==> src/rtl/matrix_chunk_loader.sv <==
// matrix_chunk_loader: fetches BANDWIDTH consecutive words from a 1-cycle
// latency single-port weight SRAM, packs them into a wide bus for the
// matrix-vector multiplier and holds them stable while matrix_ready is high.
// Optional perf counters are compiled in with `define MATRIX_CHUNK_LOADER_PERF_EN.
module matrix_chunk_loader #(
   parameter int MAX_ROWS   = 64,
   parameter int MAX_COLS   = 64,
   parameter int BANDWIDTH  = 16,
   parameter int DATA_WIDTH = 16,
   localparam int ADDR_W    = $clog2(MAX_ROWS*MAX_COLS)
) (
   input  logic                            clk,
   input  logic                            rst_n,
   input  logic                            matrix_enable,
   input  logic [ADDR_W-1:0]               matrix_addr,
   output logic [DATA_WIDTH*BANDWIDTH-1:0] matrix_data,
   output logic                            matrix_ready,
   output logic                            sram_en,
   output logic [ADDR_W-1:0]               sram_addr,
   input  logic [DATA_WIDTH-1:0]           sram_rdata
`ifdef MATRIX_CHUNK_LOADER_PERF_EN
   ,
   output logic [31:0]                     perf_chunks,
   output logic [31:0]                     perf_stall_cycles
`endif
);

   // Counters must be able to hold BANDWIDTH itself (the "all issued" value)
   localparam int CNT_W = $clog2(BANDWIDTH+1);

   typedef enum logic [2:0] {
      IDLE  = 3'b001,
      FETCH = 3'b010,
      READY = 3'b100
   } state_t;

   state_t                            r_state;
   logic [ADDR_W-1:0]                 r_base;
   logic [CNT_W-1:0]                  r_issue_cnt;
   logic [CNT_W-1:0]                  r_cap_cnt;
   logic                              r_vld;
   logic                              r_ready;
   logic [DATA_WIDTH*BANDWIDTH-1:0]   r_data;

   logic                              w_sram_en;
   logic [ADDR_W-1:0]                 w_sram_addr;

   // SRAM request: strobe only while FETCH still has words to issue; address wraps
   always_comb begin
      w_sram_en   = (r_state == FETCH) && (r_issue_cnt < CNT_W'(BANDWIDTH));
      w_sram_addr = r_base + ADDR_W'(r_issue_cnt);
   end

   // Fetch FSM: issue reads, capture returning words one cycle later, hold the chunk
   always_ff @(posedge clk or negedge rst_n) begin
      if (!rst_n) begin
         r_state     <= IDLE;
         r_base      <= '0;
         r_issue_cnt <= '0;
         r_cap_cnt   <= '0;
         r_vld       <= 1'b0;
         r_ready     <= 1'b0;
         r_data      <= '0;
      end else begin
         // r_vld marks that sram_rdata carries the word requested last cycle
         r_vld <= w_sram_en;
         case (r_state)
            IDLE: begin
               if (matrix_enable) begin
                  r_base      <= matrix_addr;
                  r_issue_cnt <= '0;
                  r_cap_cnt   <= '0;
                  r_state     <= FETCH;
               end
            end
            FETCH: begin
               if (!matrix_enable) begin
                  // Abort: any read still in flight is dropped because capture only happens in FETCH
                  r_state <= IDLE;
               end else begin
                  if (w_sram_en)
                     r_issue_cnt <= r_issue_cnt + CNT_W'(1);
                  if (r_vld) begin
                     for (int i = 0; i < BANDWIDTH; i++) begin
                        if (r_cap_cnt == CNT_W'(i))
                           r_data[i*DATA_WIDTH +: DATA_WIDTH] <= sram_rdata;
                     end
                     r_cap_cnt <= r_cap_cnt + CNT_W'(1);
                     if (r_cap_cnt == CNT_W'(BANDWIDTH-1)) begin
                        r_ready <= 1'b1;
                        r_state <= READY;
                     end
                  end
               end
            end
            READY: begin
               if (!matrix_enable) begin
                  r_ready <= 1'b0;
                  r_state <= IDLE;
               end else if (matrix_addr != r_base) begin
                  r_base      <= matrix_addr;
                  r_issue_cnt <= '0;
                  r_cap_cnt   <= '0;
                  r_ready     <= 1'b0;
                  r_state     <= FETCH;
               end
            end
            default: begin
               r_ready <= 1'b0;
               r_state <= IDLE;
            end
         endcase
      end
   end

   assign matrix_data  = r_data;
   assign matrix_ready = r_ready;
   assign sram_en      = w_sram_en;
   assign sram_addr    = w_sram_addr;

`ifdef MATRIX_CHUNK_LOADER_PERF_EN
   logic        w_done;
   logic [31:0] r_perf_chunks;
   logic [31:0] r_perf_stall;

   // A fetch completes on the edge that captures the last lane
   always_comb begin
      w_done = (r_state == FETCH) && matrix_enable && r_vld &&
               (r_cap_cnt == CNT_W'(BANDWIDTH-1));
   end

   // Saturating counters of completed chunks and cycles the multiplier waited
   always_ff @(posedge clk or negedge rst_n) begin
      if (!rst_n) begin
         r_perf_chunks <= '0;
         r_perf_stall  <= '0;
      end else begin
         if (w_done && (r_perf_chunks != 32'hFFFF_FFFF))
            r_perf_chunks <= r_perf_chunks + 32'd1;
         if (matrix_enable && !r_ready && (r_perf_stall != 32'hFFFF_FFFF))
            r_perf_stall <= r_perf_stall + 32'd1;
      end
   end

   assign perf_chunks       = r_perf_chunks;
   assign perf_stall_cycles = r_perf_stall;
`endif

endmodule

==> config.mk <==
export PLATFORM = sky130hd
export DESIGN_NAME = matrix_chunk_loader
export DESIGN_NICKNAME = d
export VERILOG_FILES = /design/src/rtl/matrix_chunk_loader.sv
export SDC_FILE = /design/constraint.sdc
export NUM_CORES = 1
export LEC_CHECK = 0
export BUFFER_PORTS_ARGS = -buffer_cell sky130_fd_sc_hd__buf_2
export CORE_MARGIN = 10
export CORE_UTILIZATION = 48
export CTS_CLUSTER_SIZE = 16
export DETAILED_ROUTE_END_ITERATION = 10
export PLACE_DENSITY = 0.77
export SYNTH_ARGS = -nofsm -noshare
export SYNTH_HDL_FRONTEND = slang
export SYNTH_SLANG_ARGS = --single-unit
==> constraint.sdc <==
create_clock -name clk -period 1.95 [get_ports clk]
set_input_delay 0.2925 -clock clk [delete_from_list [all_inputs] [get_ports clk]]
set_output_delay 0.2925 -clock clk [all_outputs]
set_load 0.05 [all_outputs]
==> impl_results.md <==
- Outcome: complete, but fails checks
- Failing checks: setup timing
- TritonCTS Buffers: 29
- Die footprint: 31410 um2
- GPL Wtd Cong: 0.8238
- Fmax: 357.4 MHz
- Core area: 24320 um2
- Top-count cell post-synth: dfrtp_1
- Mapped Area: 11860 um2
- H-tree levels: 1
- Fin worst setup slack: -847.7 ps
- Placed instance area: 14610 um2
- Final Critical Period: 2798 ps
- WHS Endpoint: r_base[7]
- Cell breakdown of the critical path: ha_2, inv_2, fa_2, nor2b_1, o21ai_2, a21boi_2, o21ai_1, xnor2_4, buf_4
- Slew Viols, Final: 0
- Remaining routing DRC violations: 0
- LEAKAGE: 9.206 nW
- Synth Warn #: 0
- Reg2Reg Setup Slack: -110 ps
- Num rows: 57
- Filler Cell Count: 1615
- Worst R2R End: matrix_data[9]
- Initial Utilization: 48.78%
- Top FF cell, synth: dfrtp_1
- DR vias: 8740
- Antenna violations before repair: 0
- Vias in the first global route: 8863
- Crit-path max cell delay: 370 ps
- First-pass GRT wire length: 52760 um
- Global-route usage over all layers: 21.39%
- Clk slew on worst S/H paths: 60 ps
- Worst Path Arrival: 2510 ps
- Final period util: 143.5%
- DR iter-0 viols: 724
- Gate Count Post-Synth: 834
- FF-to-FF path depth: 7
- Final-report hold violation count: 0
- Final Setup Violations: 140
- Max rail drop VDD: 1.094 mV
- Wirelength per Cell: 24.55 um
- Cell family with most CP delay: adder cells
- Via/cell ratio: 5.592
- Crit path buf inv count: 2
- Area delta synth->final: 41.10%
- Asr flop ratio synth: 100.0%
- Die H: 177.2 um
- Die Wd: 177.2 um
- Hold-critical path depth: 3
- Synthesized Nets: 877
- Worst slew margin: 68.86%
- Max FO, Critical Path: 4
- Worst-margin pin slew: 467.1 ps
- WS Path Type: reg2out
- Num ports: 301
- Skew-Pair Late Insertion Delay: 540 ps
- CP Capture Type: output pin
- Min-Delay Path Class: in2reg
- Power per standard cell area: 850.6 nW/um2
- WP data required: 1660 ps
- DP Wirelength: 24650 um
- Sink Count: 283
- Top post-synthesis cells by area: dfrtp_1 59%, mux2_2 24%, xnor2_1 1.4%
- Top cell type by total area after synthesis: dfrtp_1
- GRT overflow: 0
- Area share of the largest cell type after synthesis: 59.48%
- Routed Antenna Nets: 0
- Number of enable flip-flop cells after synthesis: 0
- First-pass DRT Iterations: 5
- Diode count: 0
- Multi-input gate area: 5393 um2
- Largest net degree at the start of global routing: 61
- Sequential-to-total area share from yosys stat: 59.70%
- Avg Cell Area, Syn: 14.23 um2
- Final instance area: 16740 um2
- Clock root cell: clkbuf_16
- Yosys cell types: 53
- Unrepaired setup endpoints after global routing: yes
- TritonCTS clock tree: done
- R2r startpoint: r_state[0]
- Pwr Total: 0.01424 W
- Synth top cells by count: 282 x dfrtp_1, 257 x mux2_2, 34 x nor2_1
- Layout Nets: 1262
- Share of cells above drive strength 1: 61.90%
- Register area: 7083 um2
- PortBufs: 300
- Clk buf depth: 3
- Final Skew: 16.88 ps
- Critical-path top delay cell: dfrtp_1
- Synth Register Bits: 283
- Startpoint types: register
- Maxcap violations: 0
- WL final: 38380 um
- Start point of the worst hold path: matrix_addr[7]
- Sum Neg Setup Slack: -11970 ps
-- worst reg2reg max path: stages (launching register included) --
cell and delay [ps]:
dfstp_2 380, and2b_2 240, nand2b_4 60, or3_4 500, nor2_8 190, buf_12 130
buf_16 130, mux2_4 310
-- power by group --
group | leakage, nW | switching (W) | internal, W | total [W]
combinational | 4.84 | 0.00166 | 0.00108 | 0.00274
sequential | 3.92 | 0.000120 | 0.00603 | 0.00615
clock | 0.446 | 0.00227 | 0.00308 | 0.00535
-- sequential cells by signal, indices dropped and copies added, names as in the netlist --
register and count:
r_issue_cnt 5, r_vld 1, matrix_ready 1, r_cap_cnt 5, r_base 12, matrix_data 256
r_state 3
-- layout make-up --
| cell class | instances | share of cell area, % |
|---|---|---|
| sequential | 283 | 42.31 |
| multi-input combinational | 485 | 32.21 |
| timing repair buffer | 407 | 17.30 |
| clock buffer | 41 | 4.963 |
| tap | 324 | 2.422 |
| clock inverter | 10 | 0.4933 |
| inverter | 13 | 0.2915 |
-- what timing repair did --
action	CTS	global route
hold buffers	1	0
resized for setup	49	155
hold endpoints to repair	46	0
cloned	1	10
buffers inserted	11	10
setup endpoints to repair	24	221
pin swaps	25	26
-- worst max path at each step --
stage                    from            end  slack (ps)  cells past startpoint
2_1_floorplan       r_base[0]   sram_addr[8]        -310                      8
3_3_place_gp   r_issue_cnt[0]   sram_addr[8]        -360                      9
3_5_place_dp   r_issue_cnt[0]   sram_addr[8]        -400                      9
4_1_cts        r_issue_cnt[0]  sram_addr[10]        -870                      9
5_1_grt             r_base[0]   sram_addr[6]        -940                      9
6_report            r_base[0]   sram_addr[6]        -850                      9
-- metal layers --
metal  GRT usage, %  part of all wire, %
met1          26.47                   40
met2          36.81                   49
met3          5.313                  9.1
met4          5.149                  1.7
met5              0                    0
-- per-stage QoR --
stage	worst slack [ps]	hold slack, ps	util [%]	instances
CTS	-872.2	73.09	65.08	1545
finish	-847.7	91.09	68.83	1563
detailed placement	-398.0	250.6	60.07	1484
global route	-941.6	118.4	68.83	1563
global placement	-357.6	250.2	60.07	1484
floorplan	-312.0	-3.091	-	834
-- cells by family after synthesis --
logic type,Yosys count,share of synthesized area (%)
DFF,283,59.70
muxes,261,24.75
and+or+nand+nor,102,5.147
AOI/OAI and AO/OA,91,4.746
buffers and inverters,66,2.921
xor gates and xnor gates,19,1.403
adders and majority gates,12,1.329
-- cells in the final DEF (no fill, tap or decap), types with 7 or more instances in the layout --
cell type,n
inv_1,11
buf_12,21
nor2_1,33
mux2_4,163
buf_2,287
mux2_2,96
dfrtp_1,282
nand2_1,12
buf_4,60
o22ai_1,24
xnor2_1,8
nor2_4,7
ha_1,9
clkbuf_16,38
a21oi_1,28
buf_6,25
No activity file was read; power rests on OpenSTA's default activity.
